[src/rtl/md_pkg.sv]
// Shared types and constants for the market-data frame controller.
// Optional CSUM checking is enabled with `define MD_CSUM_CHECK_EN.
package md_pkg;

    typedef enum logic [2:0] {
        IDLE,
        HDR,
        SYM,
        PRC,
        QTY,
        CSUM,
        EOF,
        DISCARD
    } md_state_e;

    localparam logic [7:0] MD_SOF = 8'hFB;
    localparam logic [7:0] MD_EOF = 8'hFD;

    typedef struct packed {
        logic [31:0] symbol;
        logic [31:0] price;
        logic [31:0] quantity;
    } md_msg_t;

    function automatic logic [31:0] md_csum(md_msg_t m);
        return m.symbol ^ m.price ^ m.quantity;
    endfunction

endpackage

[src/rtl/md_sat_counter.sv]
// Saturating up-counter used for the frame statistics.
// Holds at all-ones instead of wrapping.
module md_sat_counter #(
    parameter int WIDTH = 32
) (
    input  logic             clk,
    input  logic             rst_n,
    input  logic             inc,
    output logic [WIDTH-1:0] count
);

    always_ff @(posedge clk or negedge rst_n) begin
        if (!rst_n) begin
            count <= '0;
        end else if (inc && (count != '1)) begin
            count <= count + WIDTH'(1);
        end
    end

endmodule

[src/rtl/md_frame_ctrl.sv]
// XGMII market-data frame parser with a one-deep output slot.
// Define MD_CSUM_CHECK_EN to turn the CSUM beat into a real check.
module md_frame_ctrl
    import md_pkg::*;
#(
    parameter int          DATA_WIDTH = 64,
    parameter logic [7:0]  MSG_TYPE   = 8'h01,
    parameter logic [15:0] MSG_LEN    = 16'h0020
) (
    input  logic                    clk,
    input  logic                    rst_n,
    input  logic [DATA_WIDTH-1:0]   xgmii_rxd,
    input  logic [DATA_WIDTH/8-1:0] xgmii_rxc,
    output logic [31:0]             symbol,
    output logic [31:0]             price,
    output logic [31:0]             quantity,
    output logic                    msg_valid,
    input  logic                    msg_ready,
    output logic [31:0]             total_packets,
    output logic [31:0]             error_packets,
    output logic [15:0]             overflow_packets
);

    localparam int CW = DATA_WIDTH / 8;
    localparam logic [CW-1:0] CTL_LANE0 = CW'(1);

    md_state_e state, state_n;
    md_msg_t   cap, held;

    logic       is_sof, is_fd, in_body, hdr_ok;
    logic [2:0] cap_en;
    logic       csum_bad, csum_err;
    logic       frame_end, frame_err, msg_good, slot_free;
    logic       unused_rxd;

    assign is_sof  = (xgmii_rxc == CTL_LANE0) && (xgmii_rxd[7:0] == MD_SOF);
    assign is_fd   = (xgmii_rxc == CTL_LANE0) && (xgmii_rxd[7:0] == MD_EOF);
    assign in_body = state inside {HDR, SYM, PRC, QTY, CSUM};
    assign hdr_ok  = (xgmii_rxd[23:16] == MSG_TYPE) &&
                     (xgmii_rxd[15:0] == MSG_LEN);

    assign unused_rxd = ^xgmii_rxd[DATA_WIDTH-1:32];

    always_ff @(posedge clk or negedge rst_n) begin
        if (!rst_n) begin
            state <= IDLE;
        end else begin
            state <= state_n;
        end
    end

    always_comb begin
        state_n   = state;
        cap_en    = 3'b000;
        csum_bad  = 1'b0;
        frame_end = 1'b0;
        frame_err = 1'b0;
        msg_good  = 1'b0;
        // Any control lane mid-frame aborts; a SOF restarts immediately.
        if (in_body && (xgmii_rxc != '0)) begin
            frame_end = 1'b1;
            frame_err = 1'b1;
            state_n   = is_sof ? HDR : IDLE;
        end else begin
            unique case (state)
                IDLE: begin
                    if (is_sof) state_n = HDR;
                end
                HDR: begin
                    state_n = hdr_ok ? SYM : DISCARD;
                end
                SYM: begin
                    cap_en[2] = 1'b1;
                    state_n   = PRC;
                end
                PRC: begin
                    cap_en[1] = 1'b1;
                    state_n   = QTY;
                end
                QTY: begin
                    cap_en[0] = 1'b1;
                    state_n   = CSUM;
                end
                CSUM: begin
`ifdef MD_CSUM_CHECK_EN
                    csum_bad = (xgmii_rxd[31:0] != md_csum(cap));
`else
                    csum_bad = 1'b0;
`endif
                    state_n  = EOF;
                end
                EOF: begin
                    if (is_fd) begin
                        frame_end = 1'b1;
                        frame_err = csum_err;
                        msg_good  = !csum_err;
                        state_n   = IDLE;
                    end else begin
                        state_n = DISCARD;
                    end
                end
                DISCARD: begin
                    if (is_fd || is_sof) begin
                        frame_end = 1'b1;
                        frame_err = 1'b1;
                        state_n   = is_sof ? HDR : IDLE;
                    end
                end
                default: state_n = IDLE;
            endcase
        end
    end

    always_ff @(posedge clk or negedge rst_n) begin
        if (!rst_n) begin
            cap      <= '0;
            csum_err <= 1'b0;
        end else begin
            if (cap_en[2]) cap.symbol   <= xgmii_rxd[31:0];
            if (cap_en[1]) cap.price    <= xgmii_rxd[31:0];
            if (cap_en[0]) cap.quantity <= xgmii_rxd[31:0];
            if (state == CSUM) csum_err <= csum_bad;
        end
    end

    assign slot_free = !msg_valid || msg_ready;

    always_ff @(posedge clk or negedge rst_n) begin
        if (!rst_n) begin
            held      <= '0;
            msg_valid <= 1'b0;
        end else if (msg_good && slot_free) begin
            held      <= cap;
            msg_valid <= 1'b1;
        end else if (msg_valid && msg_ready) begin
            msg_valid <= 1'b0;
        end
    end

    assign symbol   = held.symbol;
    assign price    = held.price;
    assign quantity = held.quantity;

    md_sat_counter #(.WIDTH(32)) u_total (
        .clk   (clk),
        .rst_n (rst_n),
        .inc   (frame_end),
        .count (total_packets)
    );

    md_sat_counter #(.WIDTH(32)) u_error (
        .clk   (clk),
        .rst_n (rst_n),
        .inc   (frame_end && frame_err),
        .count (error_packets)
    );

    md_sat_counter #(.WIDTH(16)) u_ovf (
        .clk   (clk),
        .rst_n (rst_n),
        .inc   (msg_good && !slot_free),
        .count (overflow_packets)
    );

endmodule

[config.mk]
export PLATFORM = sky130hd
export DESIGN_NAME = md_frame_ctrl
export DESIGN_NICKNAME = d
export VERILOG_FILES = /design/src/rtl/md_pkg.sv /design/src/rtl/md_sat_counter.sv /design/src/rtl/md_frame_ctrl.sv
export SDC_FILE = /design/constraint.sdc
export NUM_CORES = 1
export LEC_CHECK = 0
export ABC_AREA = 0
export BUFFER_PORTS_ARGS = -buffer_cell sky130_fd_sc_hd__buf_2
export CAP_MARGIN = 15
export CORE_MARGIN = 2
export CORE_UTILIZATION = 50
export CTS_BUF_LIST = sky130_fd_sc_hd__clkbuf_4
export CTS_CLUSTER_SIZE = 20
export DETAILED_ROUTE_END_ITERATION = 10
export PLACE_DENSITY = 0.75
export SLEW_MARGIN = 20
export SYNTH_ARGS = -nofsm -noshare
export SYNTH_HDL_FRONTEND = slang
export SYNTH_SLANG_ARGS = --single-unit
export TNS_END_PERCENT = 50
[constraint.sdc]
create_clock -name clk -period 4.9 [get_ports clk]
set_clock_uncertainty 0.1 [all_clocks]
set_input_delay 0.245 -clock clk [delete_from_list [all_inputs] [get_ports clk]]
set_output_delay 0.245 -clock clk [all_outputs]
set_load 0.03 [all_outputs]
==> metrics.txt, run 1 <==
Power Density about 320 nW/um^2; CTS tree done; area growth from synthesis to layout 23.0%; unrepaired setup endpoints after global routing no; WP data arrival 3.37 ns; hold_buf cts 36; Fill cells ~1700; crit path kind input port to flop; Final min period 2.96 ns; Post-synth EDFFs 0; Synth Instances just over 800; crit share post-route 0.604; Syn. warnings 0; Post-CTS Setup Inserts 0; Die Wd ~150 um; Die Ht about 150 um; most common cell after layout, fill and taps aside dfrtp_1; Total GRT Usage 0.211; worst setup path start xgmii_rxd[4]; CTS Sinks around 280; worst reg2reg path startpoint state[2]$_DFFE_PN0P_; Final Slew Violations 0; clock root buffer clkbuf_4; CTS clk-pin slew, worst paths 0.06 ns; worst setup path endpoint symbol[18]$_DFFE_PN0P_; CTS Buf Count 73; via count ~7600; drt initial violations 438; Slew headroom 0.337; Main synth FF type dfrtp_1; I/O Pins 252; Slowest-stage cell, CP or4_4; final setup TNS 0 ns; worst-case reg-to-reg path depth 6; Worst Path Required about 5.3 ns; Hold Path Class input port to flop; Core Area ~22000 sq um; WL per Instance 17.0 um; LEAKAGE between 0.007 and 0.008 uW; # port buffers 219; status completed; Starting Density 0.514; Detailed Routing Iterations Pass 1 4; Worst Max-Slew Pin Slew approximately 1 ns; ANT nets after route 0; CTS max path bufs 3; dpl hpwl between 15 and 20 mm; initial antenna violation count 1; number of global-route vias before repair ~7800; Worst setup EP type flop; Synth Cell Area 11300 sq um; Routed WL between 20 and 25 mm; Rows 54; Hold Fails Final Rpt 0; number of max-cap violations 0; die area 23800 sq um; CP cell instances dlygate4sd3_1, buf_2, nand4_1, or4_4, nand2b_4, nor3_2, nand2_4, buf_4, mux2_1; Clk Latency, worst-skew pair about 0.63 ns; global placement routability congestion slightly below 0.8; sequential share of the synthesized area 0.612; Yosys reg bits about 280; Remaining DRCs 0; peak supply drop 205 uV; first-pass GRT wire length between 40 and 50 mm; reg-to-reg slack, setup roughly 2.1 ns; total power approximately 4500 uW; via-per-instance ratio about 5.3; max incr delay on CP 0.57 ns; H-tree depth 3; layout cells sized above 1 0.470; nets@finish between 1000 and 1500; Storage cell area 6910 sq um; area of the multi-input gates approximately 4200 sq um; startpoint types input port; post-cts resize count 0; placed inst area ~13000 sq um; Fmax 338 MHz; design area between 10000 and 15000 sq um; Avg Inst Size Synth 14.0 sq um; Finish-stage setup viols 0; asr flop ratio synth 1.00; grt total ovfl 0; Post-Syn Nets slightly below 900; crit-path max FO 67; largest net degree at the start of global routing between 100 and 150; Critical R2R Capture u_ovf.count[11]$_DFFE_PN0P_; distinct cell type count after synthesis 54; most frequent cells in the layout dfrtp_1 (276), buf_2 (218), mux2_2 (189)
==> cell type report <==
| class | count | share of cell area |
|---|---|---|
| Antenna cell | 2 | 0.000361 |
| Clock buffer | 107 | 0.0579 |
| Clock inverter | 15 | 0.00649 |
| Inverter | 6 | 0.00162 |
| Multi-Input combinational cell | 493 | 0.302 |
| Sequential cell | 276 | 0.498 |
| Tap cell | 280 | 0.0252 |
| Timing Repair Buffer | 259 | 0.109 |
==> cells by family after synthesis <==
logic type,synth area share
flops,0.612
buf+inv,0.0178
xor+xnor,0.0590
mux,0.195
compound gates,0.0145
simple gates,0.0979
fa+ha+maj,0.00421
==> critical path: cells and delay by family <==
kind	cells	cell delay, ns
multiplexers	1	0.42
AND/OR/NAND/NOR	5	1.42
buffers and inverters	3	1.25
==> worst min-delay path by stage <==
stage                                  to         start  cells after the start  slack [ns]
6_report       u_ovf.count[0]$_DFFE_PN0P_  xgmii_rxc[6]                      5        0.12
3_3_place_gp   u_ovf.count[4]$_DFFE_PN0P_         rst_n                      1        0.31
5_1_grt        u_ovf.count[0]$_DFFE_PN0P_  xgmii_rxc[6]                      5         0.1
4_1_cts        u_ovf.count[0]$_DFFE_PN0P_  xgmii_rxc[6]                      5        0.04
2_1_floorplan          cap[0]$_DFFE_PN0P_         rst_n                      0       -0.15
3_5_place_dp   u_ovf.count[5]$_DFFE_PN0P_         rst_n                      1        0.31
==> state kept, by name (all words and copies together), names as in the netlist <==
| register | flops |
|---|---|
| msg_valid | 1 |
| cap | 96 |
| u_error.count | 32 |
| symbol | 32 |
| price | 32 |
| u_ovf.count | 16 |
| quantity | 32 |
| state | 3 |
| u_total.count | 32 |
==> routing by layer <==
layer / wire (um) / vias to the layer above / GRT usage
met5: 0 / - / 0
met4: 399 / 0 / 0.0761
met3: 1830 / 37 / 0.0644
met2: 11500 / 239 / 0.329
met1: 10700 / 3746 / 0.283
li1: - / 3529 / -
==> where the power goes <==
part | internal [uW] | switching, uW | total, uW | leakage [uW]
registers | 2300 | 25.5 | 2320 | 0.00383
logic | 70.4 | 138 | 208 | 0.00310
clock network | 1050 | 876 | 1920 | 0.000531
total | 3420 | 1040 | 4450 | 0.00746
==> per-stage QoR <==
step           setup slack (ns)  hold WS [ns]  cells   util
4_1_cts                    2.01        0.0399   1436  0.632
3_3_place_gp               1.40         0.306   1278  0.575
6_report                   1.94         0.118   1438  0.632
3_5_place_dp               1.40         0.311   1278  0.575
2_1_floorplan              2.19        -0.151    806      -
5_1_grt                    1.85        0.0978   1438  0.632
==> synthesized netlist by cell type (4+ instances only) <==
cell	count	area [sq um]
xor2_1	17	149
and2_1	4	25.0
and3_1	17	106
mux2_1	6	67.6
dfrtp_1	276	6910
nand3_1	37	185
buf_1	11	41.3
nand2b_1	5	31.3
nor2_1	24	90.1
nor4_1	8	50.1
clkbuf_1	6	22.5
buf_6	6	67.6
mux2_2	189	2130
inv_1	6	22.5
xnor2_1	59	517
and4_1	7	61.3
nand4_1	28	175
nand2_1	35	131
buf_2	5	25.0
nor3_1	9	45.0
Note: power is estimated with default switching activity, not from simulation.
==> run 2, diff against run 1 <==
Settings changed: PLACE_DENSITY 0.75 to 0.78.
Clock period 4.9 ns to 2.45 ns, I/O delays scaled along.
==> metrics.txt, run 2 (synthesized netlist as in run 1, its figures left out) <==
Final min period roughly 2.5 ns; clock root buffer clkbuf_4; Total GRT Usage 0.228 (+0.0165); I/O Pins 252 (unchanged); Clk Latency, worst-skew pair 0.66 ns (+0.03 ns); CTS Sinks 276 (unchanged); CTS Buf Count 73 (unchanged); final setup margin -0.0131 ns (-1.95 ns); Hold Path Class input port to flop; startpoint types input port; number of global-route vias before repair 8545 (+9.1%); # port buffers 219 (unchanged); Top reg by flops cap; H-tree depth 3 (unchanged); Worst Max-Slew Pin Slew 0.713 ns (-0.281 ns); LEAKAGE 0.00778 uW (+4.3%); via count 7836 (+3.8%); Core Area 22000 sq um (unchanged); most common cell after layout, fill and taps aside dfrtp_1; nets@finish 1241 (+4.5%); WP data arrival 2.89 ns (-0.48 ns); crit-path max FO 37 (-45%); crit share post-route 1.01; CTS max path bufs 3 (unchanged); fin util 0.657 (+0.0252); Fmax 406 MHz; Routed WL 26.1 mm (+7.0%); Worst setup EP type flop; drt initial violations 389 (-11%); CTS tree done; max incr delay on CP 0.53 ns (-0.04 ns); unrepaired setup endpoints after global routing yes; CP bufs+invs 4 (+1); worst hold slack -0.0186 ns (-0.136 ns); largest net degree at the start of global routing 92 (-23%); Finish-stage setup viols 2 (+2); Remaining DRCs 0 (unchanged); most frequent cells in the layout dfrtp_1 (276), buf_2 (218), mux2_2 (189); CP cell instances dlygate4sd3_1, buf_2, or4_4, or4_4, buf_4, nand2b_4, nor3_4, nand2_4, buf_12, mux2_4; die area 23800 sq um (unchanged); global placement routability congestion 0.819 (+3.0%); Die Ht 154 um (unchanged); via-per-instance ratio 5.26 (+0.22%); grt total ovfl 0 (unchanged); Rows 54 (unchanged); CP dominant cell by count or4_4; WL per Instance 17.5 um (+3.4%); Hold Fails Final Rpt 1 (+1); total power 8980 uW (+100%); ANT nets after route 0 (unchanged); initial antenna violation count 1 (unchanged); placed inst area 13200 sq um (+4.3%); number of max-cap violations 0 (unchanged); design area 14400 sq um (+4.0%); peak supply drop 394 uV (+92%); area growth from synthesis to layout 27.9%; max reg flops 96 (unchanged); first-pass GRT wire length 43.3 mm (+7.4%); layout cells sized above 1 0.498 (+0.0286); CTS clk-pin slew, worst paths 0.06 ns (about the same); Slew headroom 0.525 (+0.187); Detailed Routing Iterations Pass 1 4 (unchanged); status finished, violations left; Crit path max-delay family simple AND/OR/NAND/NOR gates; hold_buf cts 37 (+2.8%); Worst Path Required 2.88 ns (-2.43 ns); Starting Density 0.514 (unchanged); Die Wd 154 um (unchanged); dpl hpwl 17.7 mm (+14%); Slowest-stage cell, CP dlygate4sd3_1; crit path kind input port to flop; Final Slew Violations 0 (unchanged); Fill cells 1644 (-3.5%); Setup WS pre-CTS -0.229 ns (-1.63 ns); Power Density 622 nW/um^2 (+94%); failing checks hold timing, setup timing
run 2: changes by cell type in the layout (fill, tap and decap cells not counted), moves of 6 or more:
cell / delta
buf_4: +43
buf_12: +8
mux2_1: -6
mux2_4: +6
run 2: timing repair:
action                                 CTS  global route
setup endpoints to repair                0            24
setup buffers                            0             0
gates resized for setup                  0             3
endpoints found under the hold margin  377             1
run 2: metrics by stage:
stage | TNS [ns] | instances
finish | -0.0161 | 1489
global placement | -17.17 | 1331
CTS | 0 | 1488
global route | -0.0231 | 1489
floorplan | -0.0598 | 806
detailed placement | -21.93 | 1331
run 2: final cells by class:
cell class	count	area, sq um	area share
Timing Repair Buffer	313	2020	0.140
Tap cell	280	350	0.0243
Inverter	6	22.5	0.00156
Clock inverter	15	101	0.00702
Antenna cell	1	2.50	0.000173
Sequential cell	276	6910	0.478
Clock buffer	105	788	0.0546
Multi-Input combinational cell	493	4240	0.294
run 2: path summary, 6_finish.rpt:
kind / start / endpoint / slack [ns] / depth (start not counted)
max: xgmii_rxc[5] / symbol[26]$_DFFE_PN0P_ / -0.01 / 10
min: xgmii_rxc[4] / u_ovf.count[3]$_DFFE_PN0P_ / -0.02 / 6
max reg2reg: msg_valid$_DFFE_PN0P_ / u_ovf.count[13]$_DFFE_PN0P_ / 0.19 / 6
min reg2reg: u_total.count[27]$_DFFE_PN0P_ / u_total.count[27]$_DFFE_PN0P_ / 0.39 / 1
max in group asynchronous: rst_n / symbol[25]$_DFFE_PN0P_ / 0.99 / 4
min in group asynchronous: rst_n / cap[71]$_DFFE_PN0P_ / 0.51 / 3
run 2: tightest hold or removal path: stages:
cell and delay, ns:
buf_2 0.07, or4_4 0.13, or4_2 0.16, a211oi_4 0.06
nand2_1 0.07, xnor2_1 0.06
run 2: layer usage:
layer  track usage  share of wire  vias to the layer above
met2         0.381           0.49                      241
li1              -              -                     3618
met4        0.0881          0.025                        0
met3        0.0678          0.069                       51
met1         0.281           0.41                     3926
met5             0              0                        -
run 2: power by group:
group          internal (uW)  switching, uW  leakage (uW)  total, uW
combinational            165            286       0.00342        452
sequential              4600           54.2       0.00383       4650
clock                   2070           1800      0.000526       3870
total                   6830           2150       0.00778       8980
